### config.mk
export PLATFORM = sky130hd
export DESIGN_NAME = matrix_update_arbiter_flat
export DESIGN_NICKNAME = d
export VERILOG_FILES = /design/src/rtl/matrix_update_arbiter_if.sv /design/src/rtl/matrix_update_arbiter.sv /design/src/flat_wrapper.sv
export SDC_FILE = /design/constraint.sdc
export NUM_CORES = 1
export LEC_CHECK = 0
export BUFFER_PORTS_ARGS = -buffer_cell sky130_fd_sc_hd__buf_2
export CAP_MARGIN = 40
export CORE_UTILIZATION = 40
export CTS_BUF_LIST = sky130_fd_sc_hd__clkbuf_16
export DETAILED_ROUTE_END_ITERATION = 10
export PLACE_DENSITY = 0.61
export RECOVER_POWER = 25
export SLEW_MARGIN = 20
export SYNTH_ARGS = -nofsm -noshare
export SYNTH_HDL_FRONTEND = slang
export SYNTH_SLANG_ARGS = --single-unit
### constraint.sdc
create_clock -name clk -period 7.1 [get_ports clk]
set_input_delay 0.355 -clock clk [delete_from_list [all_inputs] [get_ports clk]]
set_output_delay 0.355 -clock clk [all_outputs]
set_load 0.01 [all_outputs]
### src/rtl/matrix_update_arbiter_if.sv
// Request, clear and board-matrix signals between the board owner and its clients.
// The slave modport is the matrix_update_arbiter side of the link.
interface matrix_update_arbiter_if;
    logic             vblank;
    logic             req0;
    logic [5:0]       idx0;
    logic [3:0]       val0;
    logic             gnt0;
    logic             req1;
    logic [5:0]       idx1;
    logic [3:0]       val1;
    logic             gnt1;
    logic             clr_req;
    logic [3:0]       clr_val;
    logic             clr_done;
    logic             busy;
    logic [63:0][3:0] matrix;

    modport master (
        output vblank, req0, idx0, val0, req1, idx1, val1, clr_req, clr_val,
        input  gnt0, gnt1, clr_done, busy, matrix
    );

    modport slave (
        input  vblank, req0, idx0, val0, req1, idx1, val1, clr_req, clr_val,
        output gnt0, gnt1, clr_done, busy, matrix
    );
endinterface

### src/rtl/matrix_update_arbiter.sv
// Sole writer of the 64-cell board: round-robin single-cell writes plus a bulk clear,
// with every commit confined to the vertical-blanking window.
module matrix_update_arbiter #(
    parameter bit         SYNC_TO_VBLANK = 1'b1,
    parameter logic [3:0] RESET_VAL      = 4'd0
) (
    input logic clk,
    input logic rst,
    matrix_update_arbiter_if.slave bus
);
    typedef enum logic {IDLE, CLEAR} state_t;

    state_t           state, state_next;
    logic [63:0][3:0] mat_q;
    logic [5:0]       cnt, cnt_next;
    logic             pending, pend_clear;
    logic [3:0]       fill_val;
    logic             gnt0_q, gnt1_q, gnt0_next, gnt1_next;
    logic             done_q, done_next;
    logic             last, last_next;
    logic             wr_en;
    logic [5:0]       wr_idx;
    logic [3:0]       wr_val;
    logic             win, elig0, elig1;

    assign win = SYNC_TO_VBLANK ? bus.vblank : 1'b1;

    // A requester still holding req in its own grant cycle must not be granted again.
    assign elig0 = bus.req0 & ~gnt0_q;
    assign elig1 = bus.req1 & ~gnt1_q;

    always_comb begin
        state_next = state;
        cnt_next   = cnt;
        pend_clear = 1'b0;
        gnt0_next  = 1'b0;
        gnt1_next  = 1'b0;
        done_next  = 1'b0;
        last_next  = last;
        wr_en      = 1'b0;
        wr_idx     = cnt;
        wr_val     = fill_val;
        case (state)
            IDLE: begin
                if (win) begin
                    if (pending) begin
                        state_next = CLEAR;
                    end else if (elig0 && (!elig1 || last)) begin
                        gnt0_next = 1'b1;
                        wr_en     = 1'b1;
                        wr_idx    = bus.idx0;
                        wr_val    = bus.val0;
                        last_next = 1'b0;
                    end else if (elig1) begin
                        gnt1_next = 1'b1;
                        wr_en     = 1'b1;
                        wr_idx    = bus.idx1;
                        wr_val    = bus.val1;
                        last_next = 1'b1;
                    end
                end
            end
            CLEAR: begin
                if (win) begin
                    wr_en    = 1'b1;
                    cnt_next = cnt + 6'd1;
                    if (cnt == 6'd63) begin
                        state_next = IDLE;
                        pend_clear = 1'b1;
                        done_next  = 1'b1;
                    end
                end
            end
            default: state_next = IDLE;
        endcase
    end

    always_ff @(posedge clk) begin
        if (rst) begin
            state    <= IDLE;
            mat_q    <= {64{RESET_VAL}};
            cnt      <= '0;
            pending  <= 1'b0;
            fill_val <= '0;
            gnt0_q   <= 1'b0;
            gnt1_q   <= 1'b0;
            done_q   <= 1'b0;
            last     <= 1'b1;
        end else begin
            state  <= state_next;
            cnt    <= cnt_next;
            gnt0_q <= gnt0_next;
            gnt1_q <= gnt1_next;
            done_q <= done_next;
            last   <= last_next;
            if (wr_en) mat_q[wr_idx] <= wr_val;
            // Clear requests arriving while one is outstanding keep the first fill code.
            if (pend_clear) begin
                pending <= 1'b0;
            end else if (bus.clr_req && !pending) begin
                pending  <= 1'b1;
                fill_val <= bus.clr_val;
            end
        end
    end

    assign bus.gnt0     = gnt0_q;
    assign bus.gnt1     = gnt1_q;
    assign bus.clr_done = done_q;
    assign bus.busy     = pending;
    assign bus.matrix   = mat_q;
endmodule

### src/flat_wrapper.sv
// flat-port wrapper written by rule: the top's interface ports become plain ports
module matrix_update_arbiter_flat 
#(
    parameter bit         SYNC_TO_VBLANK = 1'b1,
    parameter logic [3:0] RESET_VAL      = 4'd0
)
  (clk, rst, bus_vblank, bus_req0, bus_idx0, bus_val0, bus_req1, bus_idx1, bus_val1, bus_clr_req, bus_clr_val, bus_gnt0, bus_gnt1, bus_clr_done, bus_busy, bus_matrix);
  matrix_update_arbiter_if bus_i ();
  input logic clk;
  input logic rst;
  input wire logic [$bits(bus_i.vblank)-1:0] bus_vblank;
  input wire logic [$bits(bus_i.req0)-1:0] bus_req0;
  input wire logic [$bits(bus_i.idx0)-1:0] bus_idx0;
  input wire logic [$bits(bus_i.val0)-1:0] bus_val0;
  input wire logic [$bits(bus_i.req1)-1:0] bus_req1;
  input wire logic [$bits(bus_i.idx1)-1:0] bus_idx1;
  input wire logic [$bits(bus_i.val1)-1:0] bus_val1;
  input wire logic [$bits(bus_i.clr_req)-1:0] bus_clr_req;
  input wire logic [$bits(bus_i.clr_val)-1:0] bus_clr_val;
  output wire logic [$bits(bus_i.gnt0)-1:0] bus_gnt0;
  output wire logic [$bits(bus_i.gnt1)-1:0] bus_gnt1;
  output wire logic [$bits(bus_i.clr_done)-1:0] bus_clr_done;
  output wire logic [$bits(bus_i.busy)-1:0] bus_busy;
  output wire logic [$bits(bus_i.matrix)-1:0] bus_matrix;
  assign bus_i.vblank = bus_vblank;
  assign bus_i.req0 = bus_req0;
  assign bus_i.idx0 = bus_idx0;
  assign bus_i.val0 = bus_val0;
  assign bus_i.req1 = bus_req1;
  assign bus_i.idx1 = bus_idx1;
  assign bus_i.val1 = bus_val1;
  assign bus_i.clr_req = bus_clr_req;
  assign bus_i.clr_val = bus_clr_val;
  assign bus_gnt0 = bus_i.gnt0;
  assign bus_gnt1 = bus_i.gnt1;
  assign bus_clr_done = bus_i.clr_done;
  assign bus_busy = bus_i.busy;
  assign bus_matrix = bus_i.matrix;
  matrix_update_arbiter #(.SYNC_TO_VBLANK(SYNC_TO_VBLANK), .RESET_VAL(RESET_VAL)) u_core (.clk(clk), .rst(rst), .bus(bus_i));
endmodule
==> reports/metrics.csv, run 1 <==
metric;value;unit
rows;60;
grt_max_degree;105;
p_leak;5.90;nW
hold_slack;0.0454;ns
ir_drop;0.166;mV
rsz0062_at_grt;no;
design.core.area;27100;um2
hold_class;input port to flop;
hold_viol_final;0;
htreeDepth;1;
worst_pin_slew;0.790;ns
insertion_delay;0.54;ns
worst_setup_path_start_kind;flop;
synth-seq-area-share;0.489;
drtAntennaViolNets;0;
use_met2;0.358;
hold_buffers;0;
antenna_found_initial;0;
ys_ff_latch;272;
finalSetupViolCount;0;
end_kind;flop;
drt_wl_total;31600;um
drv_slew;0;
final.min_clock_period;3.56;ns
synth.cell_area;11100;um2
globalRouteTotalUtil;0.218;
path_class;flop to flop;
cts.path.max_buffers;3;
drc_errors;0;
synth_ff_type;dfxtp_1;
drive_above_1_share;0.195;
first_global_vias;8403;
cts_buffers;30;
clock_tree.root_cell;clkbuf_16;
synth_area_leaders;dfxtp_1, mux2i_1, nand2b_1, clkbuf_1, nor2_1;
io_pins;290;
synth_nets;1086;
synthArstFlopShare;0;
nets;1348;
synth_top_cell_by_area;dfxtp_1;
arrival;4.03;ns
cp_max_fo;13;
io_buffers;289;
antenna_cells;0;
synth.avg_cell_area;10.5;um2
clock_sinks;272;
drv_cap;0;
die_h;169;um
max_freq;281;MHz
tns;0;ns
via_per_inst;4.84;
dieWidth;169;um
routedWlPerCell;18.5;um
grt.met3_usage;0.0662;
yosysTopAreaCellShare;0.489;
die-area;28500;um2
cts_setup_buffers;0;
dp_worst_setup_slack;3.40;ns
required;7.57;ns
finalCritPeriodShare;0.501;
drt_iter0_drc;385;
vias;8274;
status;complete, no violations;
grt_pass1_wl;48700;um
n_fill_cell;2615;
postCtsResizedCells;0;
synth_edf_count;0;
yosysMostFrequentCell;dfxtp_1;
area_growth;23.1;%
synth_commonest_cells;dfxtp_1, nand2b_1, mux2i_1, clkbuf_1, nor2_1;
initial_utilization;0.411;
firstDrtPassIters;4;
hpwlAfterDp;21500;um
register_area;5450;um2
fin_ws;3.54;ns
multi_input_area;5410;um2
clk_pin_slew;0.06;ns
power_density;236;nW/um2
tritoncts;yes;
finalClockSkew;0.0141;ns
yosysUniqueCellTypes;43;
yosysWarnings;0;
synth_cells;1055;
use_met1;0.277;
design_power_total;3.23;mW
grt_overflow_total;0;
gp_congestion;0.818;
max_slew_margin;0.472;
grt-busiest-layer;met2;
## state kept, by name, summed over array words and instances (netlist names)
name,count
u_core.bus.busy,1
u_core.bus.clr_done,1
u_core.bus.gnt0,1
u_core.bus.gnt1,1
u_core.bus.matrix,256
u_core.cnt,6
u_core.fill_val,4
u_core.last,1
u_core.state,1
## metrics by stage
stage          cell area [um2]  cells   util
2_1_floorplan            11100   1055      -
3_3_place_gp             12800   1651  0.473
3_5_place_dp             12900   1654  0.475
4_1_cts                  13800   1708  0.510
5_1_grt                  13700   1711  0.505
6_report                 13700   1711  0.505
## cells by family (layout without fill, tap and decap cells)
logic type	after synthesis	count (layout)	share of synthesized area
AO/OA/AOI/OAI	33	33	0.0252
adder cells (fa/ha/maj)	1	1	0.00112
multiplexers	256	256	0.230
flip-flops	272	272	0.489
AND/OR/NAND/NOR	418	418	0.225
buffers and inverters	70	354	0.0253
XOR/XNOR	5	5	0.00394
## metal layers
layer  vias to the layer above  part of all wire
met5                         -                 0
met4                         0             0.025
met3                        43             0.078
met2                       243              0.45
met1                      3928              0.45
li1                       4060                 -
## power breakdown
part,internal (mW),switching [mW]
logic,0.0715,0.137
clock network,0.859,0.622
registers,1.53,0.00582
## critical path, stage by stage (launching register included)
cell	delay, ns
dfxtp_1	0.37
or3b_1	0.57
or3_1	0.49
o221ai_2	0.64
nand3_1	0.61
nor2b_1	0.56
mux2i_1	0.24
## worst paths after layout
check	end	from	slack, ns	cells after the start
setup / recovery	u_core.bus.matrix[177]	u_core.state	3.54	6
hold / removal	u_core.fill_val[0]	bus_clr_val[0]	0.05	3
setup reg to reg	u_core.bus.matrix[177]	u_core.state	3.54	6
hold reg to reg	u_core.bus.matrix[1]	u_core.bus.matrix[1]	0.47	2
## cells in the final DEF, fill, tap and decap left out, types with 3 or more instances in the layout
| cell | synthesis | layout |
|---|---|---|
| and3_1 | 6 | 6 |
| buf_2 | 5 | 159 |
| buf_4 | 1 | 5 |
| clkbuf_1 | 62 | 129 |
| clkbuf_16 | 0 | 31 |
| clkinv_2 | 0 | 13 |
| dfxtp_1 | 272 | 272 |
| inv_1 | 0 | 4 |
| mux2i_1 | 256 | 256 |
| nand2_1 | 35 | 31 |
| nand2_2 | 0 | 4 |
| nand2b_1 | 260 | 260 |
| nand3_1 | 15 | 15 |
| nand3_2 | 3 | 3 |
| nor2_1 | 44 | 44 |
| nor2_2 | 8 | 8 |
| nor2_4 | 3 | 3 |
| nor2b_1 | 5 | 5 |
| nor3_1 | 12 | 12 |
| nor3_2 | 7 | 7 |
| nor3_4 | 4 | 4 |
| o21ai_0 | 13 | 13 |
| o221a_2 | 4 | 4 |
| o221ai_2 | 3 | 3 |
| o22ai_1 | 3 | 3 |
| or3_1 | 3 | 3 |
| or4_1 | 4 | 4 |
| xor2_1 | 3 | 3 |
## layout make-up
class / instances / area share
timing repair buffer: 300 / 0.105
clock inverter: 23 / 0.0120
multi-input combinational: 713 / 0.395
tap: 372 / 0.0340
sequential: 272 / 0.398
clock buffer: 31 / 0.0566
Power figures use the tool's default switching activity.
==> inputs of run 2 (changes only) <==
==> constraint.sdc (replaced) <==
create_clock -name clk -period 3.3 [get_ports clk]
set_input_delay 0.165 -clock clk [delete_from_list [all_inputs] [get_ports clk]]
set_output_delay 0.165 -clock clk [all_outputs]
set_load 0.01 [all_outputs]
==> run 2 against run 1 <==
  * Highest routed layer unchanged
  * Register-to-register slack got worse by 3.3 ns
  * Clock power increased by 96%
  * The run now ends with capacitance limit, slew limit left
  * Critical path depth unchanged
  * Largest power group unchanged
==> reports/metrics.csv, run 2 (synthesis results as in run 1) <==
metric;value;unit;change
drv_slew;49;;+49
final.min_clock_period;3.08;ns;-0.477 ns
via_per_inst;4.78;;-1.1%
drt_iter0_drc;404;;+4.9%
routedWlPerCell;18.2;um;-1.5%
drtAntennaViolNets;0;;unchanged
grt_overflow_total;0;;unchanged
cpMaxStageDelayCell;or3_1;;
hold_class;input port to flop;;
design.core.area;27100;um2;unchanged
tritoncts;yes;;
ir_drop;0.309;mV;+86%
grt_pass1_wl;48400;um;-0.59%
htreeDepth;1;;unchanged
cts_setup_buffers;0;;unchanged
clock_sinks;272;;unchanged
path_class;flop to flop;;
final_cell_mix;dfxtp_1, nand2b_1, mux2i_1;;
die_h;169;um;unchanged
arrival;3.55;ns;-0.48 ns
cts_buffers;29;;-3.3%
grt_max_degree;111;;+5.7%
crit_chain;or3b_1 -> or3_1 -> o221ai_2 -> nand4_2 -> nor3_4 -> mux2i_1;;
rsz0062_at_grt;no;;
drive_above_1_share;0.192;;-0.00329
die-area;28500;um2;unchanged
hpwlAfterDp;21400;um;-0.33%
tns;0;ns;unchanged
postLayoutCellArea;13800;um2;+0.78%
postPlaceCellArea;13000;um2;+0.93%
crit_buf_inv;0;;unchanged
worst_setup_path_start_kind;flop;;
firstDrtPassIters;5;;+1
rrSetupSlack;0.22;ns;-3.32 ns
p_leak;5.95;nW;+0.84%
hold_slack;0.198;ns;+0.152 ns
cp_max_fo;13;;unchanged
worst_pin_slew;1.78;ns;+0.994 ns
final_common_cell;dfxtp_1;;
dieWidth;169;um;unchanged
insertion_delay;0.54;ns;about the same
clock_tree.root_cell;clkbuf_16;;
postCtsResizedCells;0;;unchanged
status;finished with violations;;
hold_buffers;11;;+11
end_kind;flop;;
hold_viol_final;0;;unchanged
gp_congestion;0.790;;-3.4%
drt_wl_total;31600;um;-0.11%
cts.path.max_buffers;3;;unchanged
power_density;484;nW/um2;+110%
finalCritPeriodShare;0.933;;+0.432
antenna_found_initial;1;;+1
largest_reg_flops;256;;unchanged
io_pins;290;;unchanged
n_fill_cell;2577;;-1.5%
first_global_vias;8209;;-2.3%
io_buffers;289;;unchanged
nets;1372;;+1.8%
rows;60;;unchanged
max_freq;325;MHz;+15%
finalSetupViolCount;0;;unchanged
clk_pin_slew;0.06;ns;about the same
area_growth;24.1;%;
max_slew_margin;-0.190;;-0.662
critPathTopFamily;simple AND/OR/NAND/NOR gates;;
violations;capacitance limit, slew limit;;
drc_errors;0;;unchanged
drv_cap;1;;+1
max_stage_delay;0.59;ns;-0.05 ns
initial_utilization;0.411;;unchanged
vias;8301;;+0.33%
globalRouteTotalUtil;0.217;;-0.000790
finalClockSkew;0.00928;ns;-0.00480 ns
required;3.77;ns;-3.80 ns
==> run 2: metrics by stage <==
step / instances / utilization / worst slack [ns] / power, mW
6_report: 1735 / 0.509 / 0.220 / 6.68
5_1_grt: 1735 / 0.509 / 0.0774 / 6.92
4_1_cts: 1733 / 0.514 / 0.207 / 6.75
3_5_place_dp: 1670 / 0.480 / 0.225 / 3.85
3_3_place_gp: 1667 / 0.478 / 0.258 / 3.84
2_1_floorplan: 1055 / - / 0.757 / 3.68
==> run 2: report_power, final <==
part,internal (mW),total (mW),leakage (nW),switching (mW)
Clock,1.58,2.90,0.430,1.32
Sequential,3.30,3.31,2.19,0.0122
Combinational,0.173,0.466,3.33,0.293
Total,5.06,6.68,5.95,1.62
==> run 2: cell type report <==
cell class	count	area, um2	share of cell area
flip-flops and latches	272	5450	0.394
multi-input cells	713	5410	0.392
repair buffers	325	1650	0.119
clock buffers	29	726	0.0526
well taps	372	465	0.0337
clock inverters	23	108	0.00780
diodes	1	2.50	0.000181
==> run 2: worst paths after layout <==
kind / endpoint / start / cells after the start
worst min register to register: u_core.bus.matrix[183] / u_core.bus.matrix[183] / 2
worst max register to register: u_core.bus.matrix[152] / u_core.state / 6
worst min-delay path: u_core.last / bus_req0 / 5
worst max-delay path: u_core.bus.matrix[152] / u_core.state / 6
==> run 2: metal layers <==
layer,routed length (um),GRT usage,vias to the layer above
met2,14400,0.360,248
li1,-,-,4105
met3,2720,0.0655,47
met5,0,0,-
met1,13700,0.276,3901
met4,662,0.0538,0
==> run 2: worst register-to-register path, stage by stage, from the launching register on <==
cell	delay, ns
dfxtp_1	0.36
or3b_1	0.57
or3_1	0.59
o221ai_2	0.42
nand4_2	0.36
nor3_4	0.48
mux2i_1	0.23
==> inputs of run 3 (changes only) <==
--- a/config.mk
+++ b/config.mk
@@ -5,13 +5,14 @@
 export SDC_FILE = /design/constraint.sdc
 export NUM_CORES = 1
 export LEC_CHECK = 0
+export ABC_AREA = 1
 export BUFFER_PORTS_ARGS = -buffer_cell sky130_fd_sc_hd__buf_2
 export CAP_MARGIN = 40
 export CORE_UTILIZATION = 40
-export CTS_BUF_LIST = sky130_fd_sc_hd__clkbuf_16
+export CTS_BUF_LIST = sky130_fd_sc_hd__clkbuf_4
 export DETAILED_ROUTE_END_ITERATION = 10
 export PLACE_DENSITY = 0.61
-export RECOVER_POWER = 25
+export RECOVER_POWER = 50
 export SLEW_MARGIN = 20
 export SYNTH_ARGS = -nofsm -noshare
 export SYNTH_HDL_FRONTEND = slang
==> run 3 against run 2 <==
  * The run still ends with capacitance limit, slew limit left
  * Die area rose by 3.2%
  * Total power is 7.8% higher
  * Final cell count grew 43%
  * Non-clock buffer count down 2
  * Largest cell class unchanged
==> reports/metrics.csv, run 3 <==
metric;value;unit;change
status;finished with violations;;
violations;capacitance limit, slew limit;;
cts.path.max_buffers;3;;unchanged
grt_overflow_total;0;;unchanged
hold_class;input port to flop;;
antenna_found_initial;1;;unchanged
design.core.area;28000;um2;+3.4%
power_density;511;nW/um2;+5.6%
synth_edf_count;0;;unchanged
p_leak;6.17;nW;+3.7%
hold_viol_final;0;;unchanged
multi_input_area;5340;um2;-1.4%
die-area;29400;um2;+3.2%
dieWidth;171;um;+1.6%
required;3.84;ns;+0.07 ns
drtAntennaViolNets;0;;unchanged
synth_area_leaders;dfxtp_1, nor2_1, nand2_1, nand3_1, inv_1;;
drv_cap;1;;unchanged
cts_buffers;75;;+160%
insertion_delay;0.70;ns;+0.16 ns
postPlaceCellArea;13300;um2;+2.6%
die_h;171;um;+1.6%
ir_drop;0.251;mV;-19%
drc_errors;0;;unchanged
finalCritPeriodShare;0.920;;-0.0133
io_buffers;289;;unchanged
register_area;5450;um2;unchanged
tritoncts;yes;;
globalRouteTotalUtil;0.254;;+0.0361
initial_utilization;0.410;;-0.000424
rrSetupSlack;0.35;ns;+0.13 ns
r2r-end;u_core.bus.matrix[227];;
routedWlPerCell;15.2;um;-16%
first_global_vias;10600;;+29%
yosysTopAreaCellShare;0.474;;-0.0154
synth_ff_type;dfxtp_1;;
worst_setup_path_start_kind;input port;;
synth_nets;1752;;+61%
seq_power_share;0.463;;-0.033
max_slew_margin;-0.286;;-0.0961
yosysUniqueCellTypes;31;;-28%
drive_above_1_share;0.124;;-0.0679
tns;0;ns;unchanged
via_per_inst;4.67;;-2.4%
synth.avg_cell_area;6.68;um2;-37%
grt_pass1_wl;57600;um;+19%
grt_max_degree;113;;+1.8%
firstDrtPassIters;5;;unchanged
vias;11600;;+39%
final_cell_mix;nor2_1, nand2_1, dfxtp_1;;
max_freq;329;MHz;+1.4%
worst_pin_slew;1.93;ns;+0.144 ns
final_common_cell;nor2_1;;
pwr-share-comb;0.100;;+0.030
cts_setup_buffers;0;;unchanged
r2r-start;u_core.bus.gnt0;;
reg2reg_depth;11;;+5
postLayoutCellArea;14100;um2;+2.1%
synth_top_cell_by_area;dfxtp_1;;
sw_frac_of_total;0.277;;+0.0338
min_to;u_core.last;;
clock_tree.root_cell;clkbuf_4;;
hold_start;bus_req0;;
design_power_total;7.20;mW;+7.8%
cp_max_fo;112;;+99
yosysMostFrequentCell;nor2_1;;
hold_slack;0.0790;ns;-0.119 ns
synth_cells;1721;;+63%
finalSetupViolCount;0;;unchanged
clock_sinks;272;;unchanged
synth.cell_area;11500;um2;+3.2%
synthArstFlopShare;0;;unchanged
htreeDepth;3;;+2
pwr-share-clk;0.437;;+0.003
hold-path-cell-count;6;;+1
hpwlAfterDp;25500;um;+19%
yosysWarnings;0;;unchanged
synth_commonest_cells;nor2_1, nand2_1, dfxtp_1, nand3_1, inv_1;;
clk_pin_slew;0.05;ns;about the same
n_fill_cell;3051;;+18%
gp_congestion;0.887;;+12%
drv_slew;112;;+130%
ys_ff_latch;272;;unchanged
end_kind;flop;;
io_pins;290;;unchanged
arrival;3.58;ns;+0.03 ns
power_switching;1.99;mW;+23%
finalClockSkew;0.0622;ns;+0.0529 ns
drt_iter0_drc;684;;+69%
rsz0062_at_grt;no;;
final.min_clock_period;3.04;ns;-0.0438 ns
rows;61;;+1.7%
synth-seq-area-share;0.474;;-0.0154
path_class;input port to flop;;
nets;2072;;+51%
largest_reg_flops;256;;unchanged
area_growth;22.7;%;
p_int;5.21;mW;+3.0%
drt_wl_total;37600;um;+19%
[run 3: cell types whose count changed after synthesis, moves of 27 or more]
cell	delta
inv_1	+93
nor2_1	+523
nand3_1	+105
clkbuf_1	-39
nand2b_1	-260
mux2i_1	-256
nand2_1	+398
nor2_2	+27
[run 3: cell families (layout without fill, tap and decap cells)]
family	count (synthesis)	after routing	synth area share
AO/OA/AOI/OAI	65	65	0.0325
adder cells (fa/ha/maj)	1	1	0.00109
buffers and inverters	187	560	0.0660
flip-flops	272	272	0.474
other	0	2	0
AND/OR/NAND/NOR	1196	1196	0.426
[run 3: cell type report]
cell class                      count  area share
Multi-Input combinational cell   1262       0.379
Inverter                          107      0.0288
Clock inverter                     18     0.00994
Timing Repair Buffer              323       0.103
Tap cell                          378      0.0336
Clock buffer                      112      0.0597
Antenna cell                        2    0.000355
Sequential cell                   272       0.386
[run 3: stage by stage]
stage / setup slack, ns / utilization / std cells
after CTS: 0.204 / 0.514 / 2471
after global routing: 0.0852 / 0.503 / 2474
after detailed placement: 0.179 / 0.476 / 2334
final: 0.264 / 0.503 / 2474
after global placement: 0.305 / 0.476 / 2334
after floorplan: 1.37 / - / 1721
[run 3: worst max-delay path by stage]
| stage | from | end | slack (ns) | depth (start not counted) |
|---|---|---|---|---|
| after floorplan | u_core.bus.gnt1 | u_core.bus.matrix[2] | 1.37 | 14 |
| after global routing | u_core.bus.gnt0 | u_core.bus.matrix[227] | 0.09 | 11 |
| after global placement | u_core.bus.gnt0 | u_core.bus.matrix[54] | 0.31 | 10 |
| after CTS | u_core.bus.gnt0 | u_core.bus.matrix[61] | 0.20 | 10 |
| final | rst | u_core.bus.matrix[89] | 0.26 | 6 |
| after detailed placement | u_core.bus.gnt0 | u_core.bus.matrix[46] | 0.18 | 10 |
[run 3: layer usage]
| layer | vias to the layer above | GRT usage | share of wire | routed length [um] |
|---|---|---|---|---|
| li1 | 5945 | - | - | - |
| met1 | 5159 | 0.315 | 0.43 | 16200 |
| met2 | 372 | 0.409 | 0.45 | 17000 |
| met3 | 80 | 0.0762 | 0.083 | 3110 |
| met4 | 0 | 0.102 | 0.034 | 1270 |
| met5 | - | 0 | 0 | 0 |
[run 3: worst max-delay path, stage by stage]
cell and delay [ns]:
dlygate4sd3_1 0.52, clkbuf_1 0.28, clkinvlp_4 1.54, buf_4 0.80
o21ai_0 0.13, nor2_1 0.05
[run 3: timing repair]
| action | in CTS | in global routing |
|---|---|---|
| endpoints found under the hold margin | 11 | 0 |
| endpoints found under the setup margin | 0 | 17 |
| hold buffers | 7 | 0 |
| resized for setup | 0 | 1 |
[run 3: power by group through the flow]
| stage | clock (mW) | sequential [mW] | combinational [mW] |
|---|---|---|---|
| 2_1_floorplan | 0 | 3.41 | 0.433 |
| 3_3_place_gp | 0 | 3.40 | 0.701 |
| 3_5_place_dp | 0 | 3.41 | 0.704 |
| 4_1_cts | 3.24 | 3.33 | 0.713 |
| 5_1_grt | 3.42 | 3.33 | 0.789 |
| 6_report | 3.15 | 3.33 | 0.722 |
